==> config.mk <==
export PLATFORM = sky130hd
export DESIGN_NAME = timer_bank
export DESIGN_NICKNAME = d
export VERILOG_FILES = /design/src/rtl/timer_bank.sv
export SDC_FILE = /design/constraint.sdc
export NUM_CORES = 1
export LEC_CHECK = 0
export CAP_MARGIN = 20
export CORE_MARGIN = 1.5
export CORE_UTILIZATION = 45
export CTS_CLUSTER_DIAMETER = 30
export DETAILED_ROUTE_END_ITERATION = 8
export GPL_ROUTABILITY_DRIVEN = 0
export PLACE_DENSITY_LB_ADDON = 0.25
export SYNTH_ARGS = -nofsm -noshare
export SYNTH_HDL_FRONTEND = slang
export SYNTH_SLANG_ARGS = --single-unit
==> constraint.sdc <==
create_clock -name clk -period 2.9 [get_ports clk]
set_input_delay 0.29 -clock clk [delete_from_list [all_inputs] [get_ports clk]]
set_output_delay 0.29 -clock clk [all_outputs]
set_load 0.03 [all_outputs]
==> src/rtl/timer_bank.sv <==
// Bank of NUM_CH prescaled down-counters behind a word-addressed bus slave.
// Each channel: CTRL/PRESET/COUNT/STATUS, one-shot or auto-reload, masked IRQ.
module timer_bank #(
    parameter int unsigned NUM_CH = 4,
    parameter int unsigned WIDTH  = 32,
    parameter logic [31:0] BASE   = 32'h0000_7f00
) (
    input  logic              clk,
    input  logic              reset,
    input  logic [31:0]       addr,
    input  logic              we,
    input  logic [31:0]       wdata,
    output logic [31:0]       rdata,
    output logic [NUM_CH-1:0] irq_vec,
    output logic              irq
);
    localparam int unsigned BLK_W = 28;
    localparam int unsigned PSC_W = 8;

    typedef enum logic [1:0] {ST_IDLE, ST_LOAD, ST_CNT, ST_INT} state_e;

    state_e             state_q   [NUM_CH];
    state_e             state_d   [NUM_CH];
    logic               en_q      [NUM_CH];
    logic               en_d      [NUM_CH];
    logic [1:0]         mode_q    [NUM_CH];
    logic [1:0]         mode_d    [NUM_CH];
    logic               im_q      [NUM_CH];
    logic               im_d      [NUM_CH];
    logic [PSC_W-1:0]   psc_q     [NUM_CH];
    logic [PSC_W-1:0]   psc_d     [NUM_CH];
    logic [PSC_W-1:0]   psc_cnt_q [NUM_CH];
    logic [PSC_W-1:0]   psc_cnt_d [NUM_CH];
    logic [WIDTH-1:0]   preset_q  [NUM_CH];
    logic [WIDTH-1:0]   preset_d  [NUM_CH];
    logic [WIDTH-1:0]   count_q   [NUM_CH];
    logic [WIDTH-1:0]   count_d   [NUM_CH];
    logic               pend_q    [NUM_CH];
    logic               pend_d    [NUM_CH];

    logic [BLK_W-1:0]   blk;
    logic               hit;
    logic [1:0]         reg_sel;
    logic               unused_bus_bits;

    // 16-byte block index relative to BASE; address bits [1:0] carry no meaning
    assign blk             = addr[31:4] - BASE[31:4];
    assign hit             = (addr[31:4] >= BASE[31:4]) && (blk < BLK_W'(NUM_CH));
    assign reg_sel         = addr[3:2];
    assign unused_bus_bits = ^{addr[1:0], wdata};

    always_comb begin
        for (int c = 0; c < NUM_CH; c++) begin
            state_d[c]   = state_q[c];
            en_d[c]      = en_q[c];
            mode_d[c]    = mode_q[c];
            im_d[c]      = im_q[c];
            psc_d[c]     = psc_q[c];
            psc_cnt_d[c] = psc_cnt_q[c];
            preset_d[c]  = preset_q[c];
            count_d[c]   = count_q[c];
            pend_d[c]    = pend_q[c];

            if (we && hit && (blk == BLK_W'(c))) begin
                case (reg_sel)
                    2'd0: begin
                        en_d[c]   = wdata[0];
                        mode_d[c] = wdata[2:1];
                        im_d[c]   = wdata[3];
                        psc_d[c]  = wdata[15:8];
                    end
                    2'd1:    preset_d[c] = wdata[WIDTH-1:0];
                    2'd3:    if (wdata[0]) pend_d[c] = 1'b0;
                    default: ;
                endcase
            end

            // Hardware updates come after the bus so a same-edge expiry beats W1C
            // and a one-shot EN clear beats a bus CTRL write.
            case (state_q[c])
                ST_IDLE: if (en_q[c]) state_d[c] = ST_LOAD;
                ST_LOAD: begin
                    count_d[c]   = preset_q[c];
                    psc_cnt_d[c] = '0;
                    state_d[c]   = ST_CNT;
                end
                ST_CNT: begin
                    if (!en_q[c]) begin
                        state_d[c] = ST_IDLE;
                    end else if (psc_cnt_q[c] == psc_q[c]) begin
                        psc_cnt_d[c] = '0;
                        if (count_q[c] != '0) begin
                            count_d[c] = count_q[c] - WIDTH'(1);
                        end else begin
                            pend_d[c]  = 1'b1;
                            state_d[c] = ST_INT;
                        end
                    end else begin
                        psc_cnt_d[c] = psc_cnt_q[c] + PSC_W'(1);
                    end
                end
                ST_INT: begin
                    if (mode_q[c] == 2'b01) begin
                        state_d[c] = ST_LOAD;
                    end else begin
                        en_d[c]    = 1'b0;
                        state_d[c] = ST_IDLE;
                    end
                end
                default: state_d[c] = ST_IDLE;
            endcase
        end
    end

    always_ff @(posedge clk) begin
        for (int c = 0; c < NUM_CH; c++) begin
            if (reset) begin
                state_q[c]   <= ST_IDLE;
                en_q[c]      <= 1'b0;
                mode_q[c]    <= '0;
                im_q[c]      <= 1'b0;
                psc_q[c]     <= '0;
                psc_cnt_q[c] <= '0;
                preset_q[c]  <= '0;
                count_q[c]   <= '0;
                pend_q[c]    <= 1'b0;
            end else begin
                state_q[c]   <= state_d[c];
                en_q[c]      <= en_d[c];
                mode_q[c]    <= mode_d[c];
                im_q[c]      <= im_d[c];
                psc_q[c]     <= psc_d[c];
                psc_cnt_q[c] <= psc_cnt_d[c];
                preset_q[c]  <= preset_d[c];
                count_q[c]   <= count_d[c];
                pend_q[c]    <= pend_d[c];
            end
        end
    end

    // Combinational read port; unimplemented bits and misses read zero
    always_comb begin
        rdata = '0;
        for (int c = 0; c < NUM_CH; c++) begin
            if (hit && (blk == BLK_W'(c))) begin
                case (reg_sel)
                    2'd0:    rdata = {16'b0, psc_q[c], 4'b0, im_q[c], mode_q[c], en_q[c]};
                    2'd1:    rdata = 32'(preset_q[c]);
                    2'd2:    rdata = 32'(count_q[c]);
                    default: rdata = {31'b0, pend_q[c]};
                endcase
            end
        end
    end

    always_comb begin
        for (int c = 0; c < NUM_CH; c++) begin
            irq_vec[c] = pend_q[c] & im_q[c];
        end
    end

    assign irq = |irq_vec;

endmodule
==> impl_metrics.ini <==
[yosys]
yosysMostFrequentCell = nand2_1
seq_area_frac_synth_pct = 35.1
ys_async_sr_fraction_pct = 0
ys.flop_type = dfxtp_1
netlist.area_leader.share_pct = 35.1
avgSynthCellArea_um2 = 7.57
ys_top_cells_by_count = 491 x nand2_1, 356 x a21oi_1, 348 x dfxtp_1
synth_top_area_cell = dfxtp_1
synthDistinctLibCells = 84
ys_top_cells_by_area = dfxtp_1 35%, nand2_1 9.3%, a21oi_1 9.0%
ys_ff_latch = 348
synth_edf_count = 0
syn_nets = 2714
synth_cells = 2623
ys_warn_count = 0
synth_area_um2 = 19900

[power]
power_mw = 17.4
powerDensity_nw_per_um2 = 679
p_leak_nw = 9.45
irDropWorstVdd_mv = 0.526

[floorplanning]
coreArea_um2 = 43300
die_h_um = 213
rows = 76
ios = 104
initial_utilization_pct = 45.9
die_x_um = 213
dieArea_um2 = 45400

[cts]
htreeDepth = 3
root_buffer = clkbuf_16
clk_pin_slew_ns = 0.05
cts_buffers = 91
insertion_delay_ns = 0.64
numClockSinks = 348
cts_tree = built
cts_buffer_depth = 3
post_cts_buffers = 0

[grt]
grt_max_degree = 109
grt_overflow = 0
grt_pass1_wl_mm = 119
grt_usage_pct = 34.4
antenna_found_initial = 2
grt_pass1_vias = 20200

[timing]
rsz0062_at_grt = true
worst_slew_pin_slew_ns = 1.18
layout_min_cycle_time_ns = 2.89
max-slew-margin-rel_pct = 21.0
finalMaxSlewViolations = 0
timing.fmax_ghz = 0.346
final_hold_viol_count = 0
skew_ns = 0.0215
fin_crit_sh_pct = 99.6
setup_violations = 0

[run]
maxCapViolCount = 0

[route]
drc_errors = 0
vias_per_cell = 6.33
wl_per_cell_um = 23.1
dr.first_iter.drc_count = 2681
vias = 21500
ant_nets = 0
dr.pass1.iters = 7
wl_mm = 78.6

[worst_setup_path]
cp-start-kind = input pin
regToRegStartpoint = count_q[3][25]
critPathKind = in -> out
crit_arrival_ns = 2.60
critical_path.max_fanout = 8
crit_path_start = addr[20]
cp.required_ns = 2.61
cp-end-kind = primary output

[min_path]
hold_class = in -> reg
worstHoldStart = addr[4]

[layout]
syn_to_final_growth_pct = 28.7
drive_gt1_share_pct = 14.2
nFillCells = 3848
design_area_um2 = 25500
finalNetCount = 2835
antenna_cells = 0
layoutNonFillerInstCount = 3402

[place]
io_buffers = 101
postPlaceCellArea_um2 = 22200
dpl.hpwl_mm = 54.3
dp.cells = 3235

[status]
status = finished, final reports clean
routing by layer:
layer  vias up  global-route usage [%]  share of wire (%)
li1       9747                       -                  -
met5         -                       0              0.027
met2      1277                    52.9                 45
met4         4                    20.2                5.8
met3       271                    7.59                 10
met1     10300                    44.2                 39
through the flow:
step                utilization, %  setup WS [ns]  TNS [ns]  hold slack, ns
finish                        59.0         0.0108         0           0.418
CTS                           59.0        0.00321         0           0.364
detailed placement            51.4         -0.174     -2.43           0.460
floorplan                        -          0.202         0           0.426
global route                  59.0        -0.0175   -0.0309           0.390
global placement              51.4         -0.126     -1.33           0.454
area by class of cell:
type	instances	area [um2]	area share [%]
clock buffers	126	2610	10.2
clock inverters	40	653	2.56
inverters	42	158	0.617
multi-input cells	2014	11900	46.7
flip-flops and latches	348	6970	27.3
well taps	585	732	2.87
repair buffers	247	2480	9.73
registers in the layout, summed over array words and instances, names as in the netlist:
name / flops
preset_q: 128
pend_q: 4
en_q: 4
state_q: 8
im_q: 4
mode_q: 8
psc_cnt_q: 32
count_q: 128
psc_q: 32
timing repair:
action | 4_1_cts | 5_1_grt
hold endpoints to repair | 9 | 0
hold buffers | 1 | 0
resized for setup | 4 | 13
endpoints found under the setup margin | 13 | 13
path summary, 6_finish.rpt:
kind | endpoint | slack, ns | depth (start not counted)
worst min register to register | mode_q[0][0] | 0.46 | 2
worst max register to register | count_q[3][10] | 0.16 | 7
worst min-delay path | pend_q[0] | 0.42 | 4
worst max-delay path | rdata[6] | 0.01 | 7
where the power goes:
| part | switching [mW] | internal, mW |
|---|---|---|
| clock network | 3.20 | 7.48 |
| registers | 0.0411 | 4.83 |
| logic | 1.24 | 0.561 |
| total | 4.48 | 12.9 |
worst max-delay path, stage by stage:
cell and delay (ns):
clkdlybuf4s50_1 0.40, or4_1 0.56, or4_4 0.58, buf_4 0.21, a211oi_1 0.27, buf_4 0.18
buf_12 0.11
placed cells by master (no fill, tap or decap), drive strengths merged, types with 9 or more instances in the layout:
cell / Yosys / final
xor2: 47 / 47
or3: 20 / 20
buf: 38 / 180
nand2: 491 / 491
nor2: 194 / 194
o311ai: 12 / 12
mux4: 12 / 12
a21oi: 357 / 357
nand4: 22 / 22
clkdlybuf4s50: 0 / 64
and3: 35 / 35
a311oi: 11 / 11
mux2i: 94 / 94
xnor2: 18 / 18
bufinv: 0 / 14
o21a: 9 / 9
and2: 14 / 14
ha: 24 / 24
a22oi: 60 / 60
o22ai: 11 / 11
clkbuf: 181 / 127
nor3: 83 / 83
inv: 40 / 41
or4: 24 / 24
a211oi: 39 / 39
a32oi: 9 / 9
o32ai: 39 / 39
o21ai: 82 / 82
mux2: 12 / 12
or2: 11 / 11
nor4: 32 / 32
a31oi: 19 / 19
dfxtp: 348 / 348
nand2b: 12 / 12
nand3: 44 / 44
a221oi: 35 / 35
nor2b: 35 / 35
o211ai: 21 / 21
clkinv: 2 / 21
cell families after synthesis:
group,share of synthesized area (%)
flip-flops,35.1
buffers and inverters,5.19
AND/OR/NAND/NOR,24.3
AO/OA/AOI/OAI,24.3
XOR/XNOR,2.87
adder cells (fa/ha/maj),1.51
multiplexers,6.78
No activity file was read; power rests on OpenSTA's default activity.
